==> src/rtl/alu_acc.sv <==
// Accumulator ALU: one opcode per accepted request, carry-chained arithmetic,
// status flags, optional unsigned saturation and bit-serial multi-cycle shifts.
module alu_acc #(
  parameter int WIDTH    = 8,
  parameter int SATURATE = 0
) (
  input  logic             clk,
  input  logic             rst,
  input  logic             in_valid,
  output logic             in_ready,
  input  logic [3:0]       opcode,
  input  logic [WIDTH-1:0] data,
  output logic             out_valid,
  output logic [WIDTH-1:0] alu_out,
  output logic             zero,
  output logic             negative,
  output logic             carry,
  output logic             overflow
);

  localparam int SHW = $clog2(WIDTH);

  localparam logic [3:0] OP_AND  = 4'h0;
  localparam logic [3:0] OP_OR   = 4'h1;
  localparam logic [3:0] OP_NOT  = 4'h2;
  localparam logic [3:0] OP_XOR  = 4'h3;
  localparam logic [3:0] OP_ADD  = 4'h4;
  localparam logic [3:0] OP_SUB  = 4'h5;
  localparam logic [3:0] OP_LOAD = 4'h7;
  localparam logic [3:0] OP_ADC  = 4'h8;
  localparam logic [3:0] OP_SBB  = 4'h9;
  localparam logic [3:0] OP_SHL  = 4'hA;
  localparam logic [3:0] OP_SHR  = 4'hB;
  localparam logic [3:0] OP_ROL  = 4'hC;
  localparam logic [3:0] OP_CLR  = 4'hD;

  typedef enum logic [0:0] {IDLE, SHIFT} state_t;

  // Handshake: a request is taken on a rising edge with in_valid && in_ready;
  // in_ready is high only in IDLE. out_valid is a single-cycle pulse in the
  // cycle after each completion and carries no backpressure.
  state_t           state;
  logic [WIDTH-1:0] acc;
  logic             carry_q;
  logic             ovf_q;
  logic             out_valid_q;
  logic [SHW-1:0]   cnt;
  logic [3:0]       sh_op;

  logic             cin;
  logic [WIDTH:0]   sum;
  logic [WIDTH:0]   dif;
  logic             add_ovf;
  logic             sub_ovf;
  logic [WIDTH-1:0] nxt_acc;
  logic             nxt_c;
  logic             nxt_v;
  logic [SHW-1:0]   shift_n;
  logic             start_shift;
  logic [WIDTH-1:0] step_acc;
  logic             step_c;

  assign shift_n     = data[SHW-1:0];
  assign start_shift = ((opcode == OP_SHL) || (opcode == OP_SHR) || (opcode == OP_ROL))
                       && (shift_n != '0);

  always_comb begin
    cin     = carry_q & ((opcode == OP_ADC) || (opcode == OP_SBB));
    sum     = {1'b0, acc} + {1'b0, data} + {{WIDTH{1'b0}}, cin};
    dif     = {1'b0, acc} - {1'b0, data} - {{WIDTH{1'b0}}, cin};
    add_ovf = (acc[WIDTH-1] == data[WIDTH-1]) && (sum[WIDTH-1] != acc[WIDTH-1]);
    sub_ovf = (acc[WIDTH-1] != data[WIDTH-1]) && (dif[WIDTH-1] != acc[WIDTH-1]);
    nxt_acc = acc;
    nxt_c   = carry_q;
    nxt_v   = ovf_q;
    case (opcode)
      OP_AND:  begin nxt_acc = acc & data; nxt_v = 1'b0; end
      OP_OR:   begin nxt_acc = acc | data; nxt_v = 1'b0; end
      OP_NOT:  begin nxt_acc = ~acc;       nxt_v = 1'b0; end
      OP_XOR:  begin nxt_acc = acc ^ data; nxt_v = 1'b0; end
      OP_LOAD: begin nxt_acc = data;       nxt_v = 1'b0; end
      OP_CLR:  begin nxt_acc = '0;         nxt_v = 1'b0; end
      OP_ADD, OP_ADC: begin
        // Flags always reflect the unclamped result, even when saturating.
        nxt_acc = ((SATURATE != 0) && sum[WIDTH]) ? '1 : sum[WIDTH-1:0];
        nxt_c   = sum[WIDTH];
        nxt_v   = add_ovf;
      end
      OP_SUB, OP_SBB: begin
        nxt_acc = ((SATURATE != 0) && dif[WIDTH]) ? '0 : dif[WIDTH-1:0];
        nxt_c   = dif[WIDTH];
        nxt_v   = sub_ovf;
      end
      default: ;
    endcase
  end

  always_comb begin
    step_acc = {acc[WIDTH-2:0], acc[WIDTH-1]};
    step_c   = acc[WIDTH-1];
    case (sh_op)
      OP_SHL:  begin step_acc = {acc[WIDTH-2:0], 1'b0}; step_c = acc[WIDTH-1]; end
      OP_SHR:  begin step_acc = {1'b0, acc[WIDTH-1:1]}; step_c = acc[0];       end
      default: ;
    endcase
  end

  always_ff @(posedge clk) begin
    if (rst) begin
      state       <= IDLE;
      acc         <= '0;
      carry_q     <= 1'b0;
      ovf_q       <= 1'b0;
      out_valid_q <= 1'b0;
      cnt         <= '0;
      sh_op       <= '0;
    end else begin
      out_valid_q <= 1'b0;
      case (state)
        IDLE: begin
          if (in_valid) begin
            if (start_shift) begin
              state <= SHIFT;
              cnt   <= shift_n;
              sh_op <= opcode;
            end else begin
              acc         <= nxt_acc;
              carry_q     <= nxt_c;
              ovf_q       <= nxt_v;
              out_valid_q <= 1'b1;
            end
          end
        end
        SHIFT: begin
          // One bit per edge; the final step completes the operation.
          acc     <= step_acc;
          carry_q <= step_c;
          cnt     <= cnt - 1'b1;
          if (cnt == SHW'(1)) begin
            state       <= IDLE;
            out_valid_q <= 1'b1;
          end
        end
        default: state <= IDLE;
      endcase
    end
  end

  assign in_ready  = (state == IDLE);
  assign out_valid = out_valid_q;
  assign alu_out   = acc;
  assign zero      = (acc == '0);
  assign negative  = acc[WIDTH-1];
  assign carry     = carry_q;
  assign overflow  = ovf_q;

endmodule

==> config.mk <==
export PLATFORM = sky130hd
export DESIGN_NAME = alu_acc
export DESIGN_NICKNAME = d
export VERILOG_FILES = /design/src/rtl/alu_acc.sv
export SDC_FILE = /design/constraint.sdc
export NUM_CORES = 1
export LEC_CHECK = 0
export ABC_CLOCK_PERIOD_IN_PS = 4500
export CORE_MARGIN = 1.5
export CORE_UTILIZATION = 38
export DETAILED_ROUTE_END_ITERATION = 8
export GPL_TIMING_DRIVEN = 0
export PLACE_DENSITY = 0.63
export SLEW_MARGIN = 20
export SYNTH_ARGS = -nofsm -noshare
export SYNTH_HDL_FRONTEND = slang
export SYNTH_SLANG_ARGS = --single-unit
==> constraint.sdc <==
create_clock -name clk -period 4.5 [get_ports clk]
set_input_delay 0.9 -clock clk [delete_from_list [all_inputs] [get_ports clk]]
set_output_delay 0.9 -clock clk [all_outputs]
set_load 0.01 [all_outputs]
==> results of run 1 <==
[worst min-delay path: cells and delay by family (launching register included)]
family	cells	cell delay [ps]
DFF	1	330
and+or+nand+nor	2	120
[kinds of logic (layout without fill, tap and decap cells)]
family,Yosys count,after routing,share of synthesized area (%)
DFF,19,19,14.9
xor gates and xnor gates,10,10,3.44
muxes,15,15,5.94
buffers and inverters,51,79,8.25
AOI/OAI and AO/OA,100,100,25.7
and+or+nand+nor,119,119,22.4
adders and majority gates,37,37,19.3
[metal layers]
layer	vias up	GRT usage, %	wire (um)
li1	1305	-	-
met1	1255	31.8	3700
met2	105	35.3	3470
met3	10	3.99	570
met4	0	5.66	149
met5	-	0	0
[metrics by stage]
step	hold slack, ps	power [mW]	cells	TNS, ps
6_report	479	0.702	456	0
5_1_grt	532	0.753	456	0
4_1_cts	486	0.701	458	0
3_5_place_dp	467	0.576	454	-245
3_3_place_gp	456	0.572	454	-160
2_1_floorplan	432	0.458	351	0
[layout make-up]
| type | count | area share (%) |
|---|---|---|
| multi-input combinational | 281 | 66.5 |
| sequential | 19 | 12.9 |
| timing repair buffer | 26 | 8.84 |
| inverter | 33 | 4.21 |
| tap | 77 | 3.27 |
| buffer | 16 | 2.68 |
| clock buffer | 4 | 1.53 |
[state kept, by name, summed over array words and instances (netlist names)]
register,count
cnt,3
overflow,1
carry,1
alu_out,8
out_valid,1
sh_op,4
state,1
[power groups by stage]
stage	logic (mW)	clock network, mW	registers [mW]
floorplan	0.257	0	0.200
global placement	0.372	0	0.200
detailed placement	0.377	0	0.200
CTS	0.379	0.126	0.196
global route	0.424	0.131	0.199
finish	0.382	0.124	0.196
[synthesized netlist by cell type, drive strengths merged, types with 3 or more instances]
cell type and instances:
nand4 3, a211oi 3, o21ai 22, a21oi 27, nor2 37, o211ai 5, nor3b 3, a31oi 4
nand2 32, xnor2 8, mux2i 14, nand3 8, or3 5, dfxtp 19, clkbuf 7, buf 11
nor2b 4, nand2b 6, nor3 12, a22oi 6, inv 32, o221ai 4, ha 32, o21a 5
fa 4
[worst min path at each step]
stage	end	cells past startpoint
6_report	sh_op[3]	2
5_1_grt	sh_op[3]	2
4_1_cts	sh_op[3]	2
3_5_place_dp	sh_op[3]	2
3_3_place_gp	sh_op[3]	2
2_1_floorplan	sh_op[3]	2
==> results.json, run 1 <==
{
  "finClkSkew_ps": 5.95,
  "nets": 431,
  "synth_largest_type_area_fraction_pct": 15.7,
  "route.vias.total": 2675,
  "routed_wire_length_per_instance_um": 17.3,
  "timing.hold.worst.start": "sh_op[3]",
  "mean_number_of_vias_per_cell": 5.87,
  "crit_top_cell": "nand3_1",
  "number_of_synthesis_warnings": 0,
  "grt_setup_unrepaired": "no",
  "worst_r2r_endpoint": "overflow",
  "maxSlewHeadroom_pct": 59.3,
  "crit_start": "opcode[3]",
  "clkLatencyLatePin_ps": 260,
  "yosysSeqAreaShare_pct": 14.9,
  "tritoncts_num_sinks": 19,
  "critical_path.endpoint": "overflow",
  "final_design_area_no_fill_um2": 2940,
  "sequential_share_of_power_pct": 27.9,
  "async_flop_share_pct": 0,
  "grt_max_degree": 11,
  "worst-setup-path-type": "input port to flip-flop",
  "cp_cell_sequence": "clkdlybuf4s50_1 -> buf_2 -> nand3_1 -> fa_1 -> ha_1 -> a211o_1 -> a22oi_2 -> mux2i_1 -> or4_1 -> nand3_1 -> a31oi_1",
  "number_of_gates_given_a_new_drive_strength_after_cts": 0,
  "die_span_x_um": 84.9,
  "crit_path_time_final_ps": 4130,
  "antenna_found_initial": 0,
  "register_area_um2": 380,
  "io_pins": 29,
  "number_of_fillers_in_the_final_layout": 668,
  "post_synth_main_area_contributors": "ha_1, dfxtp_1, mux2i_1",
  "dp_slack_ps": -211,
  "power.switching_mw": 0.292,
  "violations": "DRC",
  "worstSetupStartpointType": "input port",
  "final_min_period_over_clock_period_pct": 91.7,
  "cts-root-buf": "clkbuf_8",
  "synth_fp_nets": 402,
  "ir_worst_vdd_mv": 0.108,
  "total_setup_violations_reported_at_the_end_of_the_flow": 0,
  "critPathArrivalTime_ps": 4250,
  "coreArea_um2": 6420,
  "layout.cells.most_common": "nor2_1",
  "track_usage_pct": 22.5,
  "initial_utilization_pct": 39.7,
  "worst_setup_end_kind": "flip-flop",
  "syn_area_um2": 2550,
  "timing.critical_path.slowest_stage_cell": "clkdlybuf4s50_1",
  "tritoncts": "built",
  "antenna_cells": 0,
  "final_antenna_net_count": 0,
  "synth_ff_type": "dfxtp_1",
  "pwr-share-comb_pct": 54.4,
  "syn_inst": 351,
  "cts.path.max_buffers": 2,
  "detail_route.drc_violations": 4,
  "critical-path-top-delay-family": "buffers and inverters",
  "dp_hpwl_um": 6170,
  "post_route_cells_drive_above_1_share_pct": 4.49,
  "vias_in_the_first_global_route": 2504,
  "total_die_area_um2": 7210,
  "finalWirelength_um": 7880,
  "die-height_um": 84.9,
  "cap_viol_max_count": 0,
  "critical_path.reg2reg.startpoint": "carry",
  "critPathMaxStageDelay_ps": 520,
  "grt_first_pass_wirelength_um": 12800,
  "yosys.area.top_type": "ha_1",
  "critical_path_depth": 11,
  "synth_enable_flop_cells": 0,
  "synth_register_bits": 19,
  "area_delta_synth_final_pct": 15.5,
  "worst_ep_required_time_ps": 4630,
  "worstPathMaxFanout": 19,
  "place.gp.congestion": 0.943,
  "drv_slew": 0,
  "tightest_slew_ps": 609,
  "netSwitchingFraction_pct": 41.5,
  "avgSynthCellArea_um2": 7.26,
  "port_buffers": 26,
  "worst-path-buf-inv": 2,
  "grt_remaining_overflow": 0,
  "finish.utilization_pct": 45.8,
  "power_leakage_nw": 1.22,
  "maxClockFrequency_ghz": 0.242,
  "detail_route.iter0.violations": 220,
  "clock_power_share_pct": 17.7,
  "deepest_level_of_the_cts_h_tree": 1,
  "drt_pre_antenna_iters": 7,
  "final_hold_viol_count": 0,
  "synth_cell_types": 58,
  "finalWorstSetupSlack_ps": 375,
  "postCtsHoldBufs": 0,
  "slack_of_the_worst_reg_to_reg_path_ps": 1590,
  "outcome": "complete, but fails checks",
  "path_clk_slew_ps": 80,
  "cts_setup_buffers": 0,
  "most_used_cells_in_the_layout_excluding_fill_and_tap_cells": "nor2_1, inv_1, nand2_1, ha_1, a21oi_1",
  "power.internal_mw": 0.411,
  "ff2ff_path_depth": 9,
  "holdCritPathClass": "flip-flop to flip-flop",
  "power_per_standard_cell_area_nw_per_um2": 239,
  "multi_input_gate_area_um2": 1960,
  "num_rows": 29,
  "numCtsBuffers": 3,
  "dpl_cell_area_um2": 2910
}
Power figures use the tool's default switching activity.
==> run 2: changes to the inputs <==
Settings changed: ABC_AREA set to 1, CORE_ASPECT_RATIO set to 0.7, CORE_UTILIZATION 38 to 45, PLACE_DENSITY 0.63 to 0.71.
==> results.json, run 2 <==
{
  "outcome": "finished clean",
  "worstSetupStartpointType": "input port",
  "detail_route.drc_violations": 0,
  "final_min_period_over_clock_period_pct": 76.0,
  "number_of_gates_given_a_new_drive_strength_after_cts": 0,
  "fin_setup_tns_ps": 0,
  "total_setup_violations_reported_at_the_end_of_the_flow": 0,
  "power_per_standard_cell_area_nw_per_um2": 233,
  "flip_flop_count_of_the_largest_register_after_layout": 8,
  "critical_path.reg2reg.startpoint": "alu_out[7]",
  "most_used_cells_in_the_layout_excluding_fill_and_tap_cells": "nand2_1, inv_1, nor2_1, nand3_1, a21oi_1",
  "mean_number_of_vias_per_cell": 5.41,
  "crit_path_time_final_ps": 3420,
  "synth_fp_nets": 531,
  "post_synth_main_area_contributors": "nand2_1, ha_1, dfxtp_1",
  "register_area_um2": 380,
  "whs_endpoint": "sh_op[3]",
  "syn_inst": 480,
  "die-height_um": 68.2,
  "drv_slew": 0,
  "grt_setup_unrepaired": "no",
  "layout.cells.most_common": "nand2_1",
  "critPathMaxStageDelay_ps": 530,
  "power_leakage_nw": 1.66,
  "antenna_cells": 0,
  "cts-root-buf": "clkbuf_8",
  "dp_slack_ps": 830,
  "worst_ep_required_time_ps": 4690,
  "synth_cell_types": 28,
  "tightest_slew_ps": 577,
  "total_die_area_um2": 6550,
  "numCtsBuffers": 3,
  "async_flop_share_pct": 0,
  "critPathArrivalTime_ps": 3610,
  "area_delta_synth_final_pct": 15.3,
  "route.vias.total": 3174,
  "clkLatencyLatePin_ps": 260,
  "holdCritPathClass": "flip-flop to flip-flop",
  "tritoncts_num_sinks": 19,
  "antenna_found_initial": 0,
  "io_pins": 29,
  "cp_cell_sequence": "clkdlybuf4s50_1 -> inv_1 -> nor2_1 -> nand3_1 -> fa_1 -> fa_1 -> inv_1 -> nand2_1 -> nand2_1 -> nand2_1 -> nand2_1 -> nand2_1 -> nand2_1 -> nand3_1 -> nand2_1 -> nand2_1 -> a21oi_1",
  "timing.critical_path.slowest_stage_cell": "clkdlybuf4s50_1",
  "yosysSeqAreaShare_pct": 13.9,
  "avgSynthCellArea_um2": 5.69,
  "place.gp.congestion": 0.949,
  "worst_setup_end_kind": "flip-flop",
  "coreArea_um2": 5780,
  "worstPathMaxFanout": 4,
  "synth_largest_type_area_fraction_pct": 19.8,
  "timing.hold.worst.start": "sh_op[3]",
  "cts_setup_buffers": 0,
  "grt_first_pass_wirelength_um": 12900,
  "grt_remaining_overflow": 0,
  "postCtsHoldBufs": 0,
  "port_buffers": 28,
  "track_usage_pct": 26.2,
  "num_rows": 23,
  "synth_ff_type": "dfxtp_1",
  "finClkSkew_ps": 4.74,
  "tritoncts": "built",
  "post_route_cells_drive_above_1_share_pct": 3.71,
  "routed_wire_length_per_instance_um": 14.1,
  "slack_of_the_worst_reg_to_reg_path_ps": 1930,
  "ys_top_cells_by_count": "nand2_1, inv_1, nand3_1, nor2_1, a21oi_1",
  "path_clk_slew_ps": 80,
  "maxClockFrequency_ghz": 0.292,
  "syn_area_um2": 2730,
  "yosys.area.top_type": "nand2_1",
  "synth_enable_flop_cells": 0,
  "crit_top_cell": "nand2_1",
  "final_antenna_net_count": 0,
  "cap_viol_max_count": 0,
  "nets": 564,
  "synth_register_bits": 19,
  "maxSlewHeadroom_pct": 61.4,
  "detail_route.iter0.violations": 266,
  "ir_worst_vdd_mv": 0.112,
  "worst-setup-path-type": "input port to flip-flop",
  "multi_input_gate_area_um2": 1950,
  "cts.path.max_buffers": 2,
  "initial_utilization_pct": 47.2,
  "drt_pre_antenna_iters": 6,
  "finalWirelength_um": 8290,
  "dp_hpwl_um": 6740,
  "die_span_x_um": 96.1,
  "number_of_fillers_in_the_final_layout": 607,
  "most_frequent_cell_after_synthesis": "nand2_1",
  "ff2ff_path_depth": 12,
  "holdPathStages": 2,
  "finalWorstSetupSlack_ps": 1080,
  "worst_r2r_endpoint": "carry",
  "finish.utilization_pct": 54.5,
  "final_hold_viol_count": 0,
  "deepest_level_of_the_cts_h_tree": 1,
  "vias_in_the_first_global_route": 2582,
  "grt_max_degree": 11,
  "number_of_synthesis_warnings": 0
}
## run 2: area by class of cell
type	instances	share of cell area, %
multi-input combinational	361	61.9
inverter	91	10.8
timing repair buffer	28	8.90
clock buffer	4	1.43
buffer	9	1.91
tap	75	2.98
sequential	19	12.1
## run 2: cell families (layout without fill, tap and decap cells)
group | after synthesis | in the layout | synth area share, %
compound gates | 75 | 75 | 14.4
xor+xnor | 2 | 2 | 0.641
fa+ha+maj | 36 | 36 | 17.6
buf+inv | 100 | 132 | 14.7
flops | 19 | 19 | 13.9
simple gates | 248 | 248 | 38.8
## run 2: critical path: cells and delay by family
| family | cells | cell delay (ps) |
|---|---|---|
| adders and majority gates | 2 | 940 |
| and+or+nand+nor | 11 | 960 |
| AOI/OAI and AO/OA | 1 | 110 |
| buffers and inverters | 3 | 700 |
## run 2: worst max path at each step
stage	from	endpoint	slack, ps	cells past startpoint
final	opcode[3]	carry	1080	17
after detailed placement	opcode[3]	carry	830	17
after floorplan	opcode[3]	carry	1860	16
after global placement	opcode[3]	carry	870	17
after global routing	opcode[3]	carry	890	17
after CTS	opcode[3]	carry	1100	17
## run 2: stage by stage
step | total power, mW | std cells | cell area, um2 | hold WS [ps]
floorplan | 0.480 | 480 | 2730 | 423
global placement | 0.596 | 583 | 3110 | 439
detailed placement | 0.604 | 583 | 3110 | 443
CTS | 0.727 | 587 | 3150 | 454
global route | 0.799 | 587 | 3150 | 497
finish | 0.733 | 587 | 3150 | 451
## run 2: power by group
group | internal, mW | switching (mW) | leakage, nW | total, mW
Clock | 0.0631 | 0.0599 | 0.0228 | 0.123
Sequential | 0.182 | 0.0179 | 0.156 | 0.200
Combinational | 0.156 | 0.254 | 1.48 | 0.410
Total | 0.401 | 0.332 | 1.66 | 0.733
## run 2: per-layer routing
metal	routed length, um	vias to the layer above	track usage (%)
met5	0	-	0
met4	87	0	3.31
met1	4220	1433	41.9
met2	3190	142	35.8
met3	790	12	4.89
li1	-	1587	-
